==> src/rtl/mem_arb_pkg.sv <==
// Shared types and widths for the memory-controller command-port arbiter.
package mem_arb_pkg;

  localparam int ADDR_W = 16;
  localparam int DATA_W = 32;

  // Arbiter FSM: one command in flight at a time.
  typedef enum logic [2:0] {
    IDLE    = 3'd0,
    ISSUE   = 3'd1,
    WR_REC  = 3'd2,
    RD_WAIT = 3'd3,
    RESP    = 3'd4
  } arb_state_t;

endpackage

==> src/rtl/mem_req_arbiter_rr_picker.sv <==
// rr_picker: combinational round-robin winner selection. Searches upward
// from ptr, wrapping modulo N, and returns the first requesting index both
// as a one-hot vector and as a binary index.
module rr_picker #(
  parameter int N     = 4,
  parameter int IDX_W = $clog2(N)
) (
  input  logic [N-1:0]     req,
  input  logic [IDX_W-1:0] ptr,
  output logic [N-1:0]     grant,
  output logic [IDX_W-1:0] grant_idx,
  output logic             found
);

  logic [IDX_W-1:0] cand;

  // Walk the candidates in priority order starting at ptr; first hit wins.
  always_comb begin
    grant     = '0;
    grant_idx = '0;
    found     = 1'b0;
    cand      = '0;
    for (int i = 0; i < N; i++) begin
      cand = IDX_W'((int'(ptr) + i) % N);
      if (!found && req[cand]) begin
        found       = 1'b1;
        grant[cand] = 1'b1;
        grant_idx   = cand;
      end
    end
  end

endmodule

==> src/rtl/mem_req_arbiter.sv <==
// mem_req_arbiter: shares the memory controller's single host command port
// between NUM_REQ requesters with round-robin grants, one command at a time.
// Optional feature macro: MEM_ARB_TIMEOUT_EN enables the read-data timeout
// (rsp_err can assert); without it RD_WAIT waits indefinitely and rsp_err
// stays 0.
//
// Handshake: a requester raises req_valid with stable rnw/addr/wdata and
// holds it until it sees its req_ready bit; the request is taken from the
// cycle the arbiter sampled it in IDLE, and req_ready pulses (together with
// the command strobe) the cycle after. Dropping req_valid before that sample
// simply means no grant. Completion is a single-cycle rsp_valid pulse to the
// granted requester, with rsp_rdata/rsp_err valid in the same cycle.
//
// Every output is a register loaded with the value that belongs to the state
// being entered, so output changes line up with state changes.
module mem_req_arbiter
  import mem_arb_pkg::*;
#(
  parameter int NUM_REQ    = 4,
  parameter int WR_WAIT    = 4,
  parameter int RD_TIMEOUT = 64
) (
  input  logic                        clk,
  input  logic                        rst,
  input  logic [NUM_REQ-1:0]          req_valid,
  input  logic [NUM_REQ-1:0]          req_rnw,
  input  logic [NUM_REQ*ADDR_W-1:0]   req_addr,
  input  logic [NUM_REQ*DATA_W-1:0]   req_wdata,
  output logic [NUM_REQ-1:0]          req_ready,
  output logic [NUM_REQ-1:0]          rsp_valid,
  output logic [DATA_W-1:0]           rsp_rdata,
  output logic                        rsp_err,
  output logic                        busy,
  output logic                        cmd_n,
  output logic                        RDnWR,
  output logic [ADDR_W-1:0]           Addr_in,
  output logic                        Data_in_vld,
  output logic [DATA_W-1:0]           Data_in,
  input  logic [DATA_W-1:0]           Data_out,
  input  logic                        data_out_vld,
  output arb_state_t                  dbg_state
);

  localparam int IDX_W   = $clog2(NUM_REQ);
  localparam int CNT_MAX = (RD_TIMEOUT > WR_WAIT) ? RD_TIMEOUT : WR_WAIT;
  localparam int CNT_W   = $clog2(CNT_MAX) + 1;

  arb_state_t         state_q, state_d;
  logic [IDX_W-1:0]   ptr_q, ptr_d;
  logic [IDX_W-1:0]   gidx_q, gidx_d;
  logic               rnw_q, rnw_d;
  logic [CNT_W-1:0]   cnt_q, cnt_d;

  logic [NUM_REQ-1:0] req_ready_d, rsp_valid_d;
  logic [DATA_W-1:0]  rsp_rdata_d, data_in_d;
  logic [ADDR_W-1:0]  addr_in_d;
  logic               rsp_err_d, busy_d, cmd_n_d, rdnwr_d, data_in_vld_d;

  logic [NUM_REQ-1:0] pick_grant;
  logic [IDX_W-1:0]   pick_idx;
  logic               pick_found;

  logic [ADDR_W-1:0]  addr_arr  [NUM_REQ];
  logic [DATA_W-1:0]  wdata_arr [NUM_REQ];

  for (genvar i = 0; i < NUM_REQ; i++) begin : g_unpack
    assign addr_arr[i]  = req_addr[i*ADDR_W +: ADDR_W];
    assign wdata_arr[i] = req_wdata[i*DATA_W +: DATA_W];
  end

  rr_picker #(.N(NUM_REQ)) u_picker (
    .req       (req_valid),
    .ptr       (ptr_q),
    .grant     (pick_grant),
    .grant_idx (pick_idx),
    .found     (pick_found)
  );

  assign dbg_state = state_q;

  // Next state, next pointer/latches and the output values of the next state.
  always_comb begin
    state_d       = state_q;
    ptr_d         = ptr_q;
    gidx_d        = gidx_q;
    rnw_d         = rnw_q;
    cnt_d         = cnt_q;
    req_ready_d   = '0;
    rsp_valid_d   = '0;
    rsp_rdata_d   = '0;
    rsp_err_d     = 1'b0;
    cmd_n_d       = 1'b1;
    rdnwr_d       = 1'b0;
    addr_in_d     = '0;
    data_in_vld_d = 1'b0;
    data_in_d     = '0;

    case (state_q)
      IDLE: begin
        if (pick_found) begin
          state_d     = ISSUE;
          gidx_d      = pick_idx;
          rnw_d       = req_rnw[pick_idx];
          ptr_d       = (pick_idx == IDX_W'(NUM_REQ - 1)) ? '0 : pick_idx + 1'b1;
          req_ready_d = pick_grant;
          // Command fields are loaded straight from the winner so the strobe
          // appears in the ISSUE cycle itself.
          cmd_n_d     = 1'b0;
          rdnwr_d     = req_rnw[pick_idx];
          addr_in_d   = addr_arr[pick_idx];
          if (!req_rnw[pick_idx]) begin
            data_in_vld_d = 1'b1;
            data_in_d     = wdata_arr[pick_idx];
          end
        end
      end

      ISSUE: begin
        cnt_d   = '0;
        state_d = rnw_q ? RD_WAIT : WR_REC;
      end

      WR_REC: begin
        if (cnt_q == CNT_W'(WR_WAIT - 1)) begin
          state_d     = RESP;
          rsp_valid_d = {{(NUM_REQ-1){1'b0}}, 1'b1} << gidx_q;
        end else begin
          cnt_d = cnt_q + 1'b1;
        end
      end

      RD_WAIT: begin
        // Data arriving on the final timeout cycle still counts as good data.
        if (data_out_vld) begin
          state_d     = RESP;
          rsp_valid_d = {{(NUM_REQ-1){1'b0}}, 1'b1} << gidx_q;
          rsp_rdata_d = Data_out;
`ifdef MEM_ARB_TIMEOUT_EN
        end else if (cnt_q == CNT_W'(RD_TIMEOUT - 1)) begin
          state_d     = RESP;
          rsp_valid_d = {{(NUM_REQ-1){1'b0}}, 1'b1} << gidx_q;
          rsp_err_d   = 1'b1;
        end else begin
          cnt_d = cnt_q + 1'b1;
`endif
        end
      end

      RESP: begin
        state_d = IDLE;
      end

      default: begin
        state_d = IDLE;
      end
    endcase

    busy_d = (state_d != IDLE);
  end

  // State, arbitration bookkeeping and all registered outputs.
  always_ff @(posedge clk) begin
    if (rst) begin
      state_q     <= IDLE;
      ptr_q       <= '0;
      gidx_q      <= '0;
      rnw_q       <= 1'b0;
      cnt_q       <= '0;
      req_ready   <= '0;
      rsp_valid   <= '0;
      rsp_rdata   <= '0;
      rsp_err     <= 1'b0;
      busy        <= 1'b0;
      cmd_n       <= 1'b1;
      RDnWR       <= 1'b0;
      Addr_in     <= '0;
      Data_in_vld <= 1'b0;
      Data_in     <= '0;
    end else begin
      state_q     <= state_d;
      ptr_q       <= ptr_d;
      gidx_q      <= gidx_d;
      rnw_q       <= rnw_d;
      cnt_q       <= cnt_d;
      req_ready   <= req_ready_d;
      rsp_valid   <= rsp_valid_d;
      rsp_rdata   <= rsp_rdata_d;
      rsp_err     <= rsp_err_d;
      busy        <= busy_d;
      cmd_n       <= cmd_n_d;
      RDnWR       <= rdnwr_d;
      Addr_in     <= addr_in_d;
      Data_in_vld <= data_in_vld_d;
      Data_in     <= data_in_d;
    end
  end

endmodule

==> config.mk <==
export PLATFORM = sky130hd
export DESIGN_NAME = mem_req_arbiter
export DESIGN_NICKNAME = d
export VERILOG_FILES = /design/src/rtl/mem_arb_pkg.sv /design/src/rtl/mem_req_arbiter_rr_picker.sv /design/src/rtl/mem_req_arbiter.sv
export SDC_FILE = /design/constraint.sdc
export NUM_CORES = 1
export LEC_CHECK = 0
export ABC_AREA = 0
export ABC_CLOCK_PERIOD_IN_PS = 8900
export CELL_PAD_IN_SITES_DETAIL_PLACEMENT = 0
export CELL_PAD_IN_SITES_GLOBAL_PLACEMENT = 1
export CORE_AREA = 5 5 176 110
export DETAILED_ROUTE_END_ITERATION = 10
export DIE_AREA = 0 0 181 115
export MAX_ROUTING_LAYER = met4
export PLACE_DENSITY_LB_ADDON = 0.08
export REMOVE_ABC_BUFFERS = 1
export SLEW_MARGIN = 25
export SYNTH_ARGS = -nofsm -noshare
export SYNTH_HDL_FRONTEND = slang
export SYNTH_SLANG_ARGS = --single-unit
==> constraint.sdc <==
create_clock -name clk -period 8.9 [get_ports clk]
set_clock_uncertainty 0.2 [all_clocks]
set_input_delay 1.335 -clock clk [delete_from_list [all_inputs] [get_ports clk]]
set_output_delay 1.335 -clock clk [all_outputs]
set_load 0.02 [all_outputs]
==> impl_metrics.toml <==
[status]
status = "completed"

[synth]
synthCells = 404
ys.flop_type = "dfxtp_1"
yosys_warnings = 0
synth-async-reset-ratio_pct = 0
ys_types = 51
yosysSeqAreaShare_pct = 44.17
syn_avg_cell_area_um2 = 12.00
ys_ff_latch = 107
synth_edf_count = 0
syn_area_um2 = 4850

[worst_setup_path]
critPathLaunch = "req_valid[0]"
setup.worst_path.start_class = "input pin"
cp.required_ns = 8.92
reg2reg_depth = 9
cp-endpoint = "Data_in[31]$_SDFF_PP0_"
endpoint_kind = "register"
r2r_end = "Data_in[31]$_SDFF_PP0_"
path_class = "in -> reg"
cp_max_fo = 29
arrival_ns = 4.43
r2r_slack_ns = 4.63
reg2reg_from = "ptr_q[0]$_SDFFE_PP0P_"

[global_route]
grt_max_degree = 34
grt_pass1_vias = 4615
grt_overflow = 0
grtUsageTotal_pct = 17.78
grt_antenna_before_repair = 2
grt_pass1_wl_um = 27080

[detailed_routing]
dr.first_iter.drc_count = 183
wl_um = 18860
routedWlPerCell_um = 19.44
drt-pass1-iter-count = 4
vias = 4370
antenna_left = 0
drc = 0
vias_per_cell = 4.505

[clock_tree]
cts_setup_buffers = 0
clk_latency_ns = 0.35
cts_tree = "done"
cts_buffer_depth = 2
clkSinkCount = 107
holdBufCountCts = 0
clkSlewWorstSetupHoldPaths_ns = 0.08
clock-root-buffer = "clkbuf_16"
cts-resized-gates = 0
numCtsBuffers = 9
h-tree-depth = 3

[cells_and_area]
drive_above_1_share_pct = 11.68
area_growth_pct = 78.84
nets = 967
fin_util_pct = 49.17

[sta]
drv_slew = 0
setup_viol = 0
rsz0062_at_grt = "no"
min_period_over_period_pct = 49.50
finalCriticalPeriod_ns = 4.405
relSlewSlack_pct = 42.65
hold_violations = 0
fin_setup_tns_ns = 0
tightestPinTransition_ns = 0.8590
hold_ws_ns = 0.2763
setup_ws_ns = 4.495
fmax_mhz = 227.0

[floorplan]
core_um2 = 17640
io_pins = 331
dieArea_um2 = 20820
chipHeight_um = 115
start_util_pct = 27.49
die_width_um = 181
rows = 38

[power_and_ir_drop]
p_leak_nw = 3.136
ir_worst_vdd_v = 0.0002537
power_mw = 2.306
powerDensity_nw_per_um2 = 265.9

[placement]
dpl_worst_slack_ns = 3.903
place_congestion = 0.8327
portBuffers = 329
dp_hpwl_um = 15620

[flow_run]
max_cap_viol_count = 0

[worst_hold_path]
min_path_type = "reg -> reg"
## cell families (layout without fill, tap and decap cells)
group,after synthesis,after routing,share of synthesized area [%]
adder cells (fa/ha/maj),9,9,2.322
flip-flops,107,107,44.17
AND/OR/NAND/NOR,155,155,18.14
XOR/XNOR,5,5,0.9030
other,1,3,0.07733
buffers and inverters,36,360,3.921
multiplexers,56,56,24.77
AO/OA/AOI/OAI,35,35,5.702
## flip-flops by register name, indices dropped and copies added (netlist names)
name	count
Data_in	32
ptr_q	2
Addr_in	16
cnt_q	7
rnw_q	1
dbg_state	3
gidx_q	2
RDnWR	1
Data_in_vld	1
cmd_n	1
busy	1
rsp_rdata	32
req_ready	4
rsp_valid	4
## routing by layer
layer  global-route usage [%]  up-vias  part of all wire [%]
li1                         -     2085                     -
met1                    19.71     2071                    38
met2                    30.67      197                    51
met3                    7.050       17                   9.0
met4                    3.998        0                   1.5
met5                        -        -                     0
## cell usage after synthesis, types with 2 or more instances
master,instances,share of area [%]
a211oi_1,2,0.31
clkbuf_1,9,0.70
buf_6,4,0.93
o22ai_1,2,0.26
mux2_2,2,0.46
nor4_1,2,0.26
nand3_1,3,0.31
nand2b_1,6,0.77
ha_1,9,2.3
nand2_1,16,1.2
xnor2_1,4,0.72
nor3_1,5,0.52
dfxtp_1,107,44
a221oi_1,4,0.72
a21oi_1,6,0.62
and3_1,2,0.26
buf_2,10,1.0
and4_1,2,0.36
mux2i_1,3,0.62
o21ai_2,2,0.36
a311oi_1,2,0.36
nor2b_1,35,4.5
a22oi_1,5,0.77
inv_1,9,0.70
mux4_2,51,24
and2_1,48,6.2
buf_4,3,0.46
o21ai_0,3,0.31
or3_1,2,0.26
nor2_1,25,1.9
## through the flow
stage	cell area (um2)	instances
3_3_place_gp	8338	950
6_report	8673	970
5_1_grt	8673	970
4_1_cts	8637	967
2_1_floorplan	4693	377
3_5_place_dp	8349	951
## power by group
group | switching [mW] | internal, mW
Clock | 0.195 | 0.196
Sequential | 0.0553 | 0.576
Combinational | 0.587 | 0.697
## layout make-up
type / instances / area (um2)
clock buffer: 10 / 229.0
timing repair buffer: 335 / 3362
fill: 1587 / 8966
antenna: 2 / 5.005
sequential: 107 / 2142
clock inverter: 6 / 58.81
inverter: 9 / 33.78
tap: 240 / 300.3
multi-input combinational: 261 / 2542
## worst min path at each step
stage	start	cells past startpoint	slack, ns	endpoint
finish	gidx_q[1]$_SDFFE_PP0P_	2	0.28	rsp_valid[2]$_SDFF_PP0_
global route	gidx_q[0]$_SDFFE_PP0P_	1	0.31	rsp_valid[2]$_SDFF_PP0_
CTS	gidx_q[1]$_SDFFE_PP0P_	2	0.28	rsp_valid[2]$_SDFF_PP0_
detailed placement	gidx_q[1]$_SDFFE_PP0P_	2	0.27	rsp_valid[2]$_SDFF_PP0_
global placement	gidx_q[1]$_SDFFE_PP0P_	2	0.27	rsp_valid[2]$_SDFF_PP0_
floorplan	gidx_q[0]$_SDFFE_PP0P_	1	0.23	rsp_valid[2]$_SDFF_PP0_
## worst max-delay path: stages
cell	delay [ns]
clkdlybuf4s50_1	0.50
nor2b_1	0.17
a211oi_1	0.44
a21oi_2	0.24
o31ai_4	0.70
buf_4	0.50
mux4_2	0.37
nor2b_1	0.14
## layout by cell type (no fill, tap or decap), drive strengths merged, types with 2 or more instances in the layout
master         instances
o22ai                  2
o21ai                  6
mux4                  51
dfxtp                107
and3                   2
xnor2                  4
nand2                 16
nor2b                 35
clkbuf                10
nor2                  26
inv                   12
clkdlybuf4s50        329
diode                  2
a22oi                  5
and2                  48
a211oi                 2
mux2                   2
a221oi                 4
clkinv                 2
a311oi                 2
nor4                   3
a21oi                  7
or3                    2
nand2b                 6
nand3                  3
buf                    6
ha                     9
and4                   2
nor3                   5
mux2i                  3
Note: power is estimated with default switching activity, not from simulation.
